## src/rtl/fetch_unit.sv

```systemverilog
`default_nettype none
// +----------------------------------------------------------------------------+
// | Module      : fetch_unit                                                   |
// | Description : PC owner; one-outstanding imem fetch into a small FIFO.      |
// | Revision    : 1.0 - initial release                                        |
// +----------------------------------------------------------------------------+
module fetch_unit #(
    parameter logic [31:0] RESET_PC = 32'h0000_0000,
    parameter int          DEPTH    = 2
) (
    input  logic        CLK,
    input  logic        RST,
    output logic        IMEM_REQ_VALID,
    input  logic        IMEM_REQ_READY,
    output logic [31:0] IMEM_REQ_ADDR,
    input  logic        IMEM_RESP_VALID,
    input  logic [31:0] IMEM_RESP_DATA,
    input  logic        REDIRECT,
    input  logic [31:0] REDIRECT_PC,
    output logic        INST_VALID,
    input  logic        INST_READY,
    output logic [31:0] INSTRUCTION,
    output logic [31:0] INST_PC
);

    localparam int                 c_PTR_W    = $clog2(DEPTH);
    localparam int                 c_CNT_W    = c_PTR_W + 1;
    localparam logic [c_CNT_W:0]   c_DEPTH_CR = DEPTH[c_CNT_W:0];

    typedef enum logic [0:0] {
        S_REQ  = 1'b0,
        S_WAIT = 1'b1
    } state_t;

    state_t               r_state;
    state_t               w_state_nxt;
    logic [31:0]          r_fetch_pc;
    logic [31:0]          w_fetch_pc_nxt;
    logic                 r_drop;
    logic                 w_drop_nxt;
    logic [31:0]          r_tag;
    logic [31:0]          w_tag_nxt;

    logic [c_CNT_W-1:0]   r_count;
    logic [c_PTR_W-1:0]   r_wr_ptr;
    logic [c_PTR_W-1:0]   r_rd_ptr;
    logic [31:0]          r_fifo_pc   [DEPTH];
    logic [31:0]          r_fifo_inst [DEPTH];

    logic [c_CNT_W:0]     w_credit;
    logic                 w_req_fire;
    logic                 w_push;
    logic                 w_pop;
    logic                 w_unused;

    assign w_unused       = ^REDIRECT_PC[1:0];

    // Credit counts the FIFO slot reserved by the in-flight request.
    assign w_credit       = {1'b0, r_count} + {{c_CNT_W{1'b0}}, (r_state == S_WAIT)};
    assign IMEM_REQ_VALID = (r_state == S_REQ) && (w_credit < c_DEPTH_CR) && !RST;
    assign IMEM_REQ_ADDR  = r_fetch_pc;
    assign w_req_fire     = IMEM_REQ_VALID && IMEM_REQ_READY;

    assign INST_VALID     = (r_count != '0);
    assign INSTRUCTION    = r_fifo_inst[r_rd_ptr];
    assign INST_PC        = r_fifo_pc[r_rd_ptr];

    assign w_push = (r_state == S_WAIT) && IMEM_RESP_VALID && !r_drop && !REDIRECT;
    assign w_pop  = INST_VALID && INST_READY && !REDIRECT;

    always_comb begin
        w_state_nxt    = r_state;
        w_fetch_pc_nxt = r_fetch_pc;
        w_drop_nxt     = r_drop;
        w_tag_nxt      = r_tag;
        if (REDIRECT) begin
            w_fetch_pc_nxt = {REDIRECT_PC[31:2], 2'b00};
            // A request still in flight after this edge must have its word discarded.
            if (w_req_fire || ((r_state == S_WAIT) && !IMEM_RESP_VALID)) begin
                w_state_nxt = S_WAIT;
                w_drop_nxt  = 1'b1;
            end else begin
                w_state_nxt = S_REQ;
                w_drop_nxt  = 1'b0;
            end
        end else begin
            case (r_state)
                S_REQ: begin
                    if (w_req_fire) begin
                        w_state_nxt    = S_WAIT;
                        w_tag_nxt      = r_fetch_pc;
                        w_fetch_pc_nxt = r_fetch_pc + 32'd4;
                    end
                end
                S_WAIT: begin
                    if (IMEM_RESP_VALID) begin
                        w_state_nxt = S_REQ;
                        w_drop_nxt  = 1'b0;
                    end
                end
                default: w_state_nxt = S_REQ;
            endcase
        end
    end

    always_ff @(posedge CLK) begin
        if (RST) begin
            r_state    <= S_REQ;
            r_fetch_pc <= RESET_PC;
            r_drop     <= 1'b0;
            r_tag      <= 32'd0;
        end else begin
            r_state    <= w_state_nxt;
            r_fetch_pc <= w_fetch_pc_nxt;
            r_drop     <= w_drop_nxt;
            r_tag      <= w_tag_nxt;
        end
    end

    always_ff @(posedge CLK) begin
        if (RST) begin
            r_count  <= '0;
            r_wr_ptr <= '0;
            r_rd_ptr <= '0;
            for (int i = 0; i < DEPTH; i++) begin
                r_fifo_pc[i]   <= 32'd0;
                r_fifo_inst[i] <= 32'd0;
            end
        end else if (REDIRECT) begin
            r_count  <= '0;
            r_wr_ptr <= '0;
            r_rd_ptr <= '0;
        end else begin
            if (w_push) begin
                r_fifo_pc[r_wr_ptr]   <= r_tag;
                r_fifo_inst[r_wr_ptr] <= IMEM_RESP_DATA;
                r_wr_ptr              <= r_wr_ptr + c_PTR_W'(1);
            end
            if (w_pop) begin
                r_rd_ptr <= r_rd_ptr + c_PTR_W'(1);
            end
            if (w_push && !w_pop) begin
                r_count <= r_count + c_CNT_W'(1);
            end else if (w_pop && !w_push) begin
                r_count <= r_count - c_CNT_W'(1);
            end
        end
    end

endmodule
`default_nettype wire

```

## config.mk

```make
export PLATFORM = sky130hd
export DESIGN_NAME = fetch_unit
export DESIGN_NICKNAME = d
export VERILOG_FILES = /design/src/rtl/fetch_unit.sv
export SDC_FILE = /design/constraint.sdc
export NUM_CORES = 1
export LEC_CHECK = 0
export ABC_AREA = 1
export CAP_MARGIN = 30
export CORE_MARGIN = 8
export CORE_UTILIZATION = 46
export CTS_CLUSTER_DIAMETER = 40
export DETAILED_ROUTE_END_ITERATION = 10
export HOLD_SLACK_MARGIN = 0.02
export PLACE_DENSITY_LB_ADDON = 0.3
export SLEW_MARGIN = 20
export SYNTH_ARGS = -nofsm -noshare
export SYNTH_HDL_FRONTEND = slang
export SYNTH_SLANG_ARGS = --single-unit
export TNS_END_PERCENT = 10
```

## constraint.sdc

```tcl
create_clock -name CLK -period 4.1 [get_ports CLK]
set_input_delay 1.025 -clock CLK [delete_from_list [all_inputs] [get_ports CLK]]
set_output_delay 1.025 -clock CLK [all_outputs]
set_load 0.02 [all_outputs]
```

==> flow_summary_export.csv <==
group,metric,value,unit
status,run_status,"complete, no violations",
worst_setup_path,setup.worst_path.class,"reg -> out",
floorplan,initial_utilization,46.95,%
global_routing,number_of_global_route_vias_before_repair,6530,
synth,synth_area_leaders,"edfxtp_1, dfxtp_1, nor2_1",
cts,htree_levels,4,
power_and_ir_drop,p_sw,1.038,mW
floorplan,rows,50,
layout,synthToLayoutAreaGrowth,27.14,%
timing,finalCriticalPeriod,3382,ps
timing,worst_pin_slew,716.2,ps
flow_run,max_cap_violations,0,
floorplan,total_core_area,0.01871,mm²
routing,dr_total_vias,6570,
timing,hold_violations,0,
synth,syn_inst,944,
worst_setup_path,end_kind,"output port",
synth,synthDominantCellAreaShare,42.40,%
worst_setup_path,cp_data_arrival_time,2360,ps
floorplan,ioPinCount,168,
timing,finClkSkew,10.53,ps
power_and_ir_drop,vdd.ir_drop.worst,0.0002424,V
cts,clk_latency,420,ps
cts,cts_buffers,17,
routing,drt_iter0_markers,381,
power_and_ir_drop,power.share.clock,37.0,%
power_and_ir_drop,seq_power_share,52.1,%
synth,synth-seq-area-share,57.67,%
cts,postCtsHoldBufs,0,
power_and_ir_drop,logic_gate_share_of_total_power,11.0,%
timing,final_min_period_over_clock_period,82.49,%
synth,postSynth.topFlopCell,"edfxtp_1",
synth,synth_async_sr_flop_share,0,%
power_and_ir_drop,swShare,24.90,%
cts,cts.path.max_buffers,2,
power_and_ir_drop,p_total,4.171,mW
timing,fin_tns_setup,0,ps
routing,routed_wl,20500,µm
global_routing,antenna_found_initial,0,
layout,final_nets,1166,
min_path,worstHoldPathType,"reg -> reg",
synth,syn_area,0.008782,mm²
layout,antennaDiodeCount,0,
timing,max_slew_violation_count,0,
floorplan,dieArea,0.02377,mm²
cts,cts_tree,"yes",
placed_design,routability_congestion_estimate_from_global_placement,0.9319,
placed_design,post-dp-hpwl,13970,µm
worst_setup_path,maximum_net_fanout_on_the_critical_path,22,
global_routing,grt_first_pass_wirelength,33220,µm
routing,wire_length_per_cell,15.29,µm
synth,synth_warnings,0,
timing,finalSetupViolCount,0,
power_and_ir_drop,p_int,3.132,mW
synth,number_of_enable_type_register_cells_in_the_synthesized_netlist,124,
worst_setup_path,start_kind,"flop",
cts,clockRootBuffer,"clkbuf_16",
layout,drive_above_1_share,10.84,%
synth,synth_cell_type_count,32,
layout,top_library_cells_by_usage_in_the_layout_fill_and_taps_aside,"nor2_1, clkdlybuf4s50_1, nand2_1, inv_1, edfxtp_1",
placed_design,dp.cells,1309,
worst_setup_path,slowest_stage,"dfxtp_2",
timing,unrepaired_setup_endpoints_after_global_routing,"no",
cts,clk_pin_slew,70,ps
routing,route.detailed.drc,0,
floorplan,floorplan.die.height,154.2,µm
synth,synth-seq-cells,191,
routing,viasPerCell,4.899,
cts,cts_setup_buffers,0,
worst_setup_path,required,3070,ps
placed_design,numPortBuffers,161,
power_and_ir_drop,power_density,373.5,mW/mm²
synth,synth_largest_area_cell,"edfxtp_1",
floorplan,floorplan.die.width,154.2,µm
layout,final.fill_count,1633,
routing,dr.pass1.iters,6,
worst_setup_path,timing.critical_path.slowest_cell_delay,730,ps
layout,layout_commonest_cell,"nor2_1",
routing,ant_nets_after_route,0,
worst_setup_path,crit_chain,"buf_12 -> mux2_2 -> clkdlybuf4s50_1",
timing,rel_slew_slack,52.26,%
global_routing,grt-ovfl-total,0,
cts,postCtsResizedCells,0,
global_routing,grt_max_degree,64,
power_and_ir_drop,total_leakage_power,4.313,nW
global_routing,gr-usage-all-layers,17.43,%
timing,clock.fmax,295.7,MHz
layout,number_of_standard_cells_in_the_layout_taps_in_and_fillers_out,1341,
synth,synth.avg_cell_area,9.303,µm²
cts,tritoncts_num_sinks,191,
power by group through the flow:
stage          Combinational (mW)  Clock [mW]  Sequential (mW)
2_1_floorplan               0.226           0             2.22
3_3_place_gp                0.455           0             2.21
3_5_place_dp                0.459           0             2.21
4_1_cts                     0.462        1.57             2.17
5_1_grt                     0.500        1.64             2.18
6_report                    0.457        1.54             2.17
cell usage after synthesis, types with 8 or more instances:
master,instances
a21oi_1,34
a211oi_1,13
edfxtp_1,124
buf_4,10
nand3b_1,8
nand3_1,42
mux2_2,62
o21ai_0,45
nand2_1,149
clkbuf_1,13
dfxtp_1,67
nor2_1,192
inv_1,132
buf_2,13
path summary, 6_finish.rpt:
| path | startpoint | endpoint | slack (ps) | cells past startpoint |
|---|---|---|---|---|
| setup / recovery | flop | INST_PC[12] | 720 | 3 |
| hold / removal | r_count[0] | r_count[0] | 450 | 1 |
| setup reg to reg | IMEM_REQ_ADDR[2] | IMEM_REQ_ADDR[24] | 2320 | 10 |
| hold reg to reg | r_count[0] | r_count[0] | 450 | 1 |
metal layers:
layer,vias up,wire [µm],global-route usage [%]
met1,3009,9350,22.35
li1,3356,-,-
met4,0,282,5.646
met2,185,9674,28.73
met5,-,0,0
met3,20,1192,3.957
layout make-up:
class	count	area [µm²]	share of cell area (%)
tap	234	292.8	2.622
sequential	191	5066	45.37
clock buffer	17	425.4	3.810
multi-input combinational	575	2963	26.54
timing repair buffer	174	1784	15.98
clock inverter	15	127.6	1.143
inverter	135	506.7	4.538
metrics by stage:
| stage | hold slack [ps] | cell area (µm²) | setup WS, ps | utilization [%] |
|---|---|---|---|---|
| after floorplan | 422.2 | 8793 | 650.0 | - |
| after global placement | 431.1 | 10610 | 795.5 | 56.74 |
| after detailed placement | 440.3 | 10610 | 801.2 | 56.74 |
| after CTS | 451.3 | 11170 | 659.1 | 59.69 |
| after global routing | 466.8 | 11170 | 616.6 | 59.69 |
| final | 446.8 | 11170 | 717.9 | 59.69 |
critical path, delay by kind of cell (launching register included):
kind	cells	cell delay (ps)
multiplexers	1	350
buffers and inverters	2	850
flip-flops	1	730
flip-flops by register name, summed over array words and instances (netlist names), named ones only:
register / flops
IMEM_REQ_ADDR: 30
r_rd_ptr: 1
r_tag: 30
r_wr_ptr: 1
r_drop: 1
r_fifo_inst: 64
r_fifo_pc: 60
r_state: 1
r_count: 2
cells by family after synthesis:
logic type | Yosys count | share of synthesized area [%]
adder cells (fa/ha/maj) | 2 | 0.2849
buffers and inverters | 181 | 8.776
multiplexers | 62 | 7.950
AO/OA/AOI/OAI | 100 | 6.198
other | 1 | 0.04270
AND/OR/NAND/NOR | 402 | 18.58
flip-flops | 191 | 57.67
XOR/XNOR | 5 | 0.4986
Power figures use the tool's default switching activity.
